<file path="src/rtl/elevator_req_scheduler.sv">
// LOOK-policy floor request scheduler: captures button edges into pending, issues one target at a time over valid/ready.
// Optional door dwell between arrival and reselect is enabled by defining ELEVATOR_SCHED_DWELL_EN.
module elevator_req_scheduler #(
  parameter int NUM_FLOORS   = 5,
  parameter int FLOOR_W      = 3,
  parameter int DWELL_CYCLES = 8
) (
  input  logic                  clk,
  input  logic                  reset,
  input  logic [NUM_FLOORS-1:0] btn,
  input  logic [FLOOR_W-1:0]    cur_floor,
  input  logic                  arrived,
  output logic                  tgt_valid,
  input  logic                  tgt_ready,
  output logic [FLOOR_W-1:0]    tgt_floor,
  output logic [NUM_FLOORS-1:0] pending,
  output logic                  dir_up,
  output logic                  busy
);

`ifdef ELEVATOR_SCHED_DWELL_EN
  typedef enum logic [2:0] {IDLE, SELECT, ISSUE, WAIT_ARRIVE, DWELL} state_t;
`else
  typedef enum logic [1:0] {IDLE, SELECT, ISSUE, WAIT_ARRIVE} state_t;
`endif

  state_t state, state_nxt;

  logic [NUM_FLOORS-1:0] btn_q;
  logic [NUM_FLOORS-1:0] set_vec;
  logic [NUM_FLOORS-1:0] clr_vec;
  logic                  arrive_hit;
  logic                  any_pending;

  logic                  ge_hit, gt_hit, le_hit, lt_hit;
  logic [FLOOR_W-1:0]    ge_f, gt_f, le_f, lt_f;
  logic [FLOOR_W-1:0]    sel_floor;
  logic                  sel_dir;

`ifdef ELEVATOR_SCHED_DWELL_EN
  logic [7:0]            dwell_cnt;
`endif

  assign any_pending = |pending;
  assign set_vec     = btn & ~btn_q;
  assign arrive_hit  = (state == WAIT_ARRIVE) && arrived && (cur_floor == tgt_floor);
  assign tgt_valid   = (state == ISSUE);
  assign busy        = (state != IDLE);

  always_comb begin
    clr_vec = '0;
    for (int f = 0; f < NUM_FLOORS; f++) begin
      clr_vec[f] = arrive_hit && (tgt_floor == FLOOR_W'(f));
    end
  end

  // Candidate searches: descending loops keep the lowest match, ascending keep the highest.
  always_comb begin
    ge_hit = 1'b0; ge_f = '0;
    gt_hit = 1'b0; gt_f = '0;
    le_hit = 1'b0; le_f = '0;
    lt_hit = 1'b0; lt_f = '0;
    for (int f = NUM_FLOORS - 1; f >= 0; f--) begin
      if (pending[f] && (FLOOR_W'(f) >= cur_floor)) begin
        ge_hit = 1'b1;
        ge_f   = FLOOR_W'(f);
      end
      if (pending[f] && (FLOOR_W'(f) > cur_floor)) begin
        gt_hit = 1'b1;
        gt_f   = FLOOR_W'(f);
      end
    end
    for (int f = 0; f < NUM_FLOORS; f++) begin
      if (pending[f] && (FLOOR_W'(f) <= cur_floor)) begin
        le_hit = 1'b1;
        le_f   = FLOOR_W'(f);
      end
      if (pending[f] && (FLOOR_W'(f) < cur_floor)) begin
        lt_hit = 1'b1;
        lt_f   = FLOOR_W'(f);
      end
    end
  end

  always_comb begin
    sel_floor = tgt_floor;
    sel_dir   = dir_up;
    if (dir_up) begin
      if (ge_hit) begin
        sel_floor = ge_f;
        sel_dir   = 1'b1;
      end else if (lt_hit) begin
        sel_floor = lt_f;
        sel_dir   = 1'b0;
      end
    end else begin
      if (le_hit) begin
        sel_floor = le_f;
        sel_dir   = 1'b0;
      end else if (gt_hit) begin
        sel_floor = gt_f;
        sel_dir   = 1'b1;
      end
    end
  end

  always_ff @(posedge clk or posedge reset) begin
    if (reset) begin
      state <= IDLE;
    end else begin
      state <= state_nxt;
    end
  end

  always_comb begin
    state_nxt = state;
    case (state)
      IDLE:        if (any_pending) state_nxt = SELECT;
      SELECT:      state_nxt = any_pending ? ISSUE : IDLE;
      ISSUE:       if (tgt_ready) state_nxt = WAIT_ARRIVE;
`ifdef ELEVATOR_SCHED_DWELL_EN
      WAIT_ARRIVE: if (arrive_hit) state_nxt = DWELL;
      DWELL:       if (dwell_cnt == 8'(DWELL_CYCLES - 1)) state_nxt = SELECT;
`else
      WAIT_ARRIVE: if (arrive_hit) state_nxt = SELECT;
`endif
      default:     state_nxt = IDLE;
    endcase
  end

  // Clear beats a same-cycle set: the passenger at that floor is already served.
  always_ff @(posedge clk or posedge reset) begin
    if (reset) begin
      btn_q   <= '0;
      pending <= '0;
    end else begin
      btn_q   <= btn;
      pending <= (pending | set_vec) & ~clr_vec;
    end
  end

  always_ff @(posedge clk or posedge reset) begin
    if (reset) begin
      tgt_floor <= '0;
      dir_up    <= 1'b1;
    end else if ((state == SELECT) && any_pending) begin
      tgt_floor <= sel_floor;
      dir_up    <= sel_dir;
    end
  end

`ifdef ELEVATOR_SCHED_DWELL_EN
  always_ff @(posedge clk or posedge reset) begin
    if (reset) begin
      dwell_cnt <= '0;
    end else if (state == DWELL) begin
      dwell_cnt <= dwell_cnt + 8'd1;
    end else begin
      dwell_cnt <= '0;
    end
  end
`endif

endmodule

</file>
<file path="config.mk">
export PLATFORM = sky130hd
export DESIGN_NAME = elevator_req_scheduler
export DESIGN_NICKNAME = d
export VERILOG_FILES = /design/src/rtl/elevator_req_scheduler.sv
export SDC_FILE = /design/constraint.sdc
export NUM_CORES = 1
export LEC_CHECK = 0
export ABC_AREA = 1
export CAP_MARGIN = 20
export CORE_MARGIN = 2
export CORE_UTILIZATION = 40
export DETAILED_ROUTE_END_ITERATION = 8
export GPL_ROUTABILITY_DRIVEN = 1
export PLACE_DENSITY = 0.63
export SETUP_SLACK_MARGIN = 0.1
export SLEW_MARGIN = 40
export SYNTH_ARGS = -nofsm -noshare
export SYNTH_HDL_FRONTEND = slang
export SYNTH_SLANG_ARGS = --single-unit
</file>
<file path="constraint.sdc">
create_clock -name clk -period 1.45 [get_ports clk]
set_clock_uncertainty 0.05 [all_clocks]
set_input_delay 0.2175 -clock clk [delete_from_list [all_inputs] [get_ports clk]]
set_output_delay 0.2175 -clock clk [all_outputs]
set_load 0.05 [all_outputs]
</file>
==> results by group <==
Worst setup path
  – Worst endpoint data arrival time: 1.26 ns
  – Worst Setup Start Kind: flop
  – Type of the worst setup path: reg2out
  – WP data required: 1.18 ns
  – CP max FO: 3
  – Crit. End Element: output port

GRT
  – Initial antenna violation count: 0
  – Via count of the first global-routing pass: 1,203
  – Largest net degree at the start of global routing: 17
  – Gr usage total: 20.9%
  – First-pass GRT wire length: 5.25 mm
  – GRT overflow: 0

Floorplan
  – Die H: 56.1 µm
  – Die ar.: 3140 µm²
  – Die Width: 56.1 µm
  – CORE AREA: 2520 µm²
  – Ports: 23
  – Initial Util: 43.0%
  – Rows: 18

STA
  – Setup Viol. Count Final: 3
  – Max-Slew Margin vs Limit: 80.2%
  – PnR worst setup slack: -0.0727 ns
  – Hold Slack: 0.165 ns
  – FMAX: 657 MHz
  – Worst Tran Pin Value: 0.297 ns
  – Final hold violations: 0
  – Setup repair after global routing missed its margin: yes
  – Min Tclk post-route: 1.52 ns
  – Period utilization: 105%
  – Final slew viol count: 0

Synth
  – Sequential cell area fraction in the yosys report: 37.0%
  – Post-Syn Area: 1080 µm²
  – Post-Synthesis Cells: 163
  – Ys async rst share: 100%
  – Cell taking the most area after synthesis: dfrtp_1
  – Synth top area share: 34.6%
  – Synth cell types: 22
  – Syn. warnings: 0
  – FF+latch count, synth: 16
  – Post-synth EDFFs: 0
  – Primary FF master, synth: dfrtp_1
  – Post-synth top cells: nand2_1, inv_1, dfrtp_1, nand3_1, o21ai_0
  – Mean Syn Cell Area: 6.66 µm²
  – Mapped Nets: 179
  – Most common cell in the synthesized netlist: nand2_1
  – Synth area leaders: dfrtp_1, nand2_1, inv_1

Finish
  – # nets final: 227
  – Filler instances: 201
  – Finished Layout Cells: 240
  – ANT cells: 0
  – Layout cell share with drive strength beyond 1: 36.7%
  – Layout Utilization: 70.6%
  – Synthesis-to-finish area growth: 64.2%

Clock network
  – CTS tree: done
  – Max Buffers Root-to-Sink: 2
  – Worst-Skew Late Latency: 0.31 ns
  – Htree depth: 1
  – CTS hold repair buffers: 0
  – Clock transition at path regs: 0.11 ns
  – Num CTS Buffers: 3
  – Root Buffer: clkbuf_4
  – Clock sink total: 16

Run status
  – Run status: finished, violations left
  – Violated checks: negative setup slack

Drt
  – Final WL: 3.18 mm
  – Drt drc: 0
  – DR vias: 1,229
  – First-iteration detailed-routing DRC count: 46
  – Antenna Nets Post-Route: 0
  – Vias per inst: 5.12
  – Wire per inst: 13.3 µm
  – Pre-antenna DRT Iters: 4

Placed design
  – Detail Placement HPWL: 2.37 mm
  – I/O Buffers: 22
  – Placed cells: 227
  – Gpl congestion: 0.872

Worst hold path
  – Hold/Removal Path Class: in2async

Power
  – Pwr/cell area: 1410 nW/µm²
  – Maximum VDD drop: 1.35 mV
  – Static Leak: 0.887 nW

Run
  – Number of max-cap violations: 0
layer usage:
layer	wire length [µm]	track usage (%)
met1	1360	25.9
met2	1590	35.3
met3	159	5.35
met4	78	6.46
met5	0	0
cell families after synthesis:
logic type / Yosys count / share of synthesized area, %
flip-flops: 16 / 37.0
AND/OR/NAND/NOR: 88 / 35.4
buffers and inverters: 31 / 10.7
AO/OA/AOI/OAI: 24 / 12.2
adder cells (fa/ha/maj): 4 / 4.61
path summary, 6_finish.rpt:
path	startpoint	endpoint	slack, ns	cells after the start
setup / recovery	state[1]	busy	-0.07	5
hold / removal	reset	pending[0]	0.16	3
setup reg to reg	state[0]	state[0]	-0.01	9
hold reg to reg	btn_q[0]	pending[0]	0.47	3
max in group asynchronous	reset	dir_up	0.94	3
min in group clk	btn[1]	btn_q[1]	0.31	1
sequential cells by signal, indices dropped and copies added (netlist names):
signal / cells
tgt_floor: 3
state: 2
pending: 5
btn_q: 5
dir_up: 1
metrics by stage:
step	setup WS, ns	instance area [µm²]	TNS (ns)	total power [mW]
3_3_place_gp	-0.333	1560	-3.10	1.93
6_report	-0.0727	1780	-0.103	2.52
3_5_place_dp	-0.375	1560	-3.39	1.94
5_1_grt	-0.120	1780	-0.505	2.68
4_1_cts	-0.0659	1670	-0.0905	2.41
2_1_floorplan	0.00450	1110	0	1.29
layout make-up:
| type | count | area (µm²) | area share, % |
|---|---|---|---|
| Multi-Input combinational cell | 116 | 667 | 37.4 |
| Inverter | 31 | 130 | 7.30 |
| Tap cell | 30 | 37.5 | 2.11 |
| Sequential cell | 16 | 412 | 23.1 |
| Clock buffer | 4 | 36.3 | 2.04 |
| Timing Repair Buffer | 43 | 499 | 28.0 |
timing repair:
action | CTS | global route
gates resized for setup | 21 | 21
pin swaps | 3 | 8
setup endpoints to repair | 13 | 15
setup buffers | 4 | 5
cell usage in the layout, fill, tap and decap left out, types with 2 or more instances in the layout:
cell type,synthesis,routed
inv_1,30,25
clkdlybuf4s50_1,0,8
inv_4,0,2
buf_12,0,11
dlygate4sd2_1,0,3
nor2_4,2,3
nand2_1,57,49
nor2_1,8,8
dfrtp_1,15,7
nand3_1,15,9
nand2_2,1,9
nand4_1,2,2
buf_4,0,17
ha_4,0,2
dfrtp_2,0,8
inv_2,1,2
o21ai_1,1,5
nand3_2,1,7
buf_6,0,4
a21oi_1,4,3
o21ai_2,0,2
clkbuf_4,0,3
o21ai_0,13,7
report_power, final:
part	switching [mW]	leakage (nW)	internal (mW)
Combinational	0.846	0.697	0.747
Clock	0.157	0.0210	0.153
Sequential	0.0820	0.169	0.535
critical path: stages (launching register included):
cell	delay (ns)
dfrtp_1	0.40
buf_6	0.13
inv_4	0.06
ha_4	0.13
clkinvlp_4	0.09
buf_12	0.15
No activity file was read; power rests on OpenSTA's default activity.
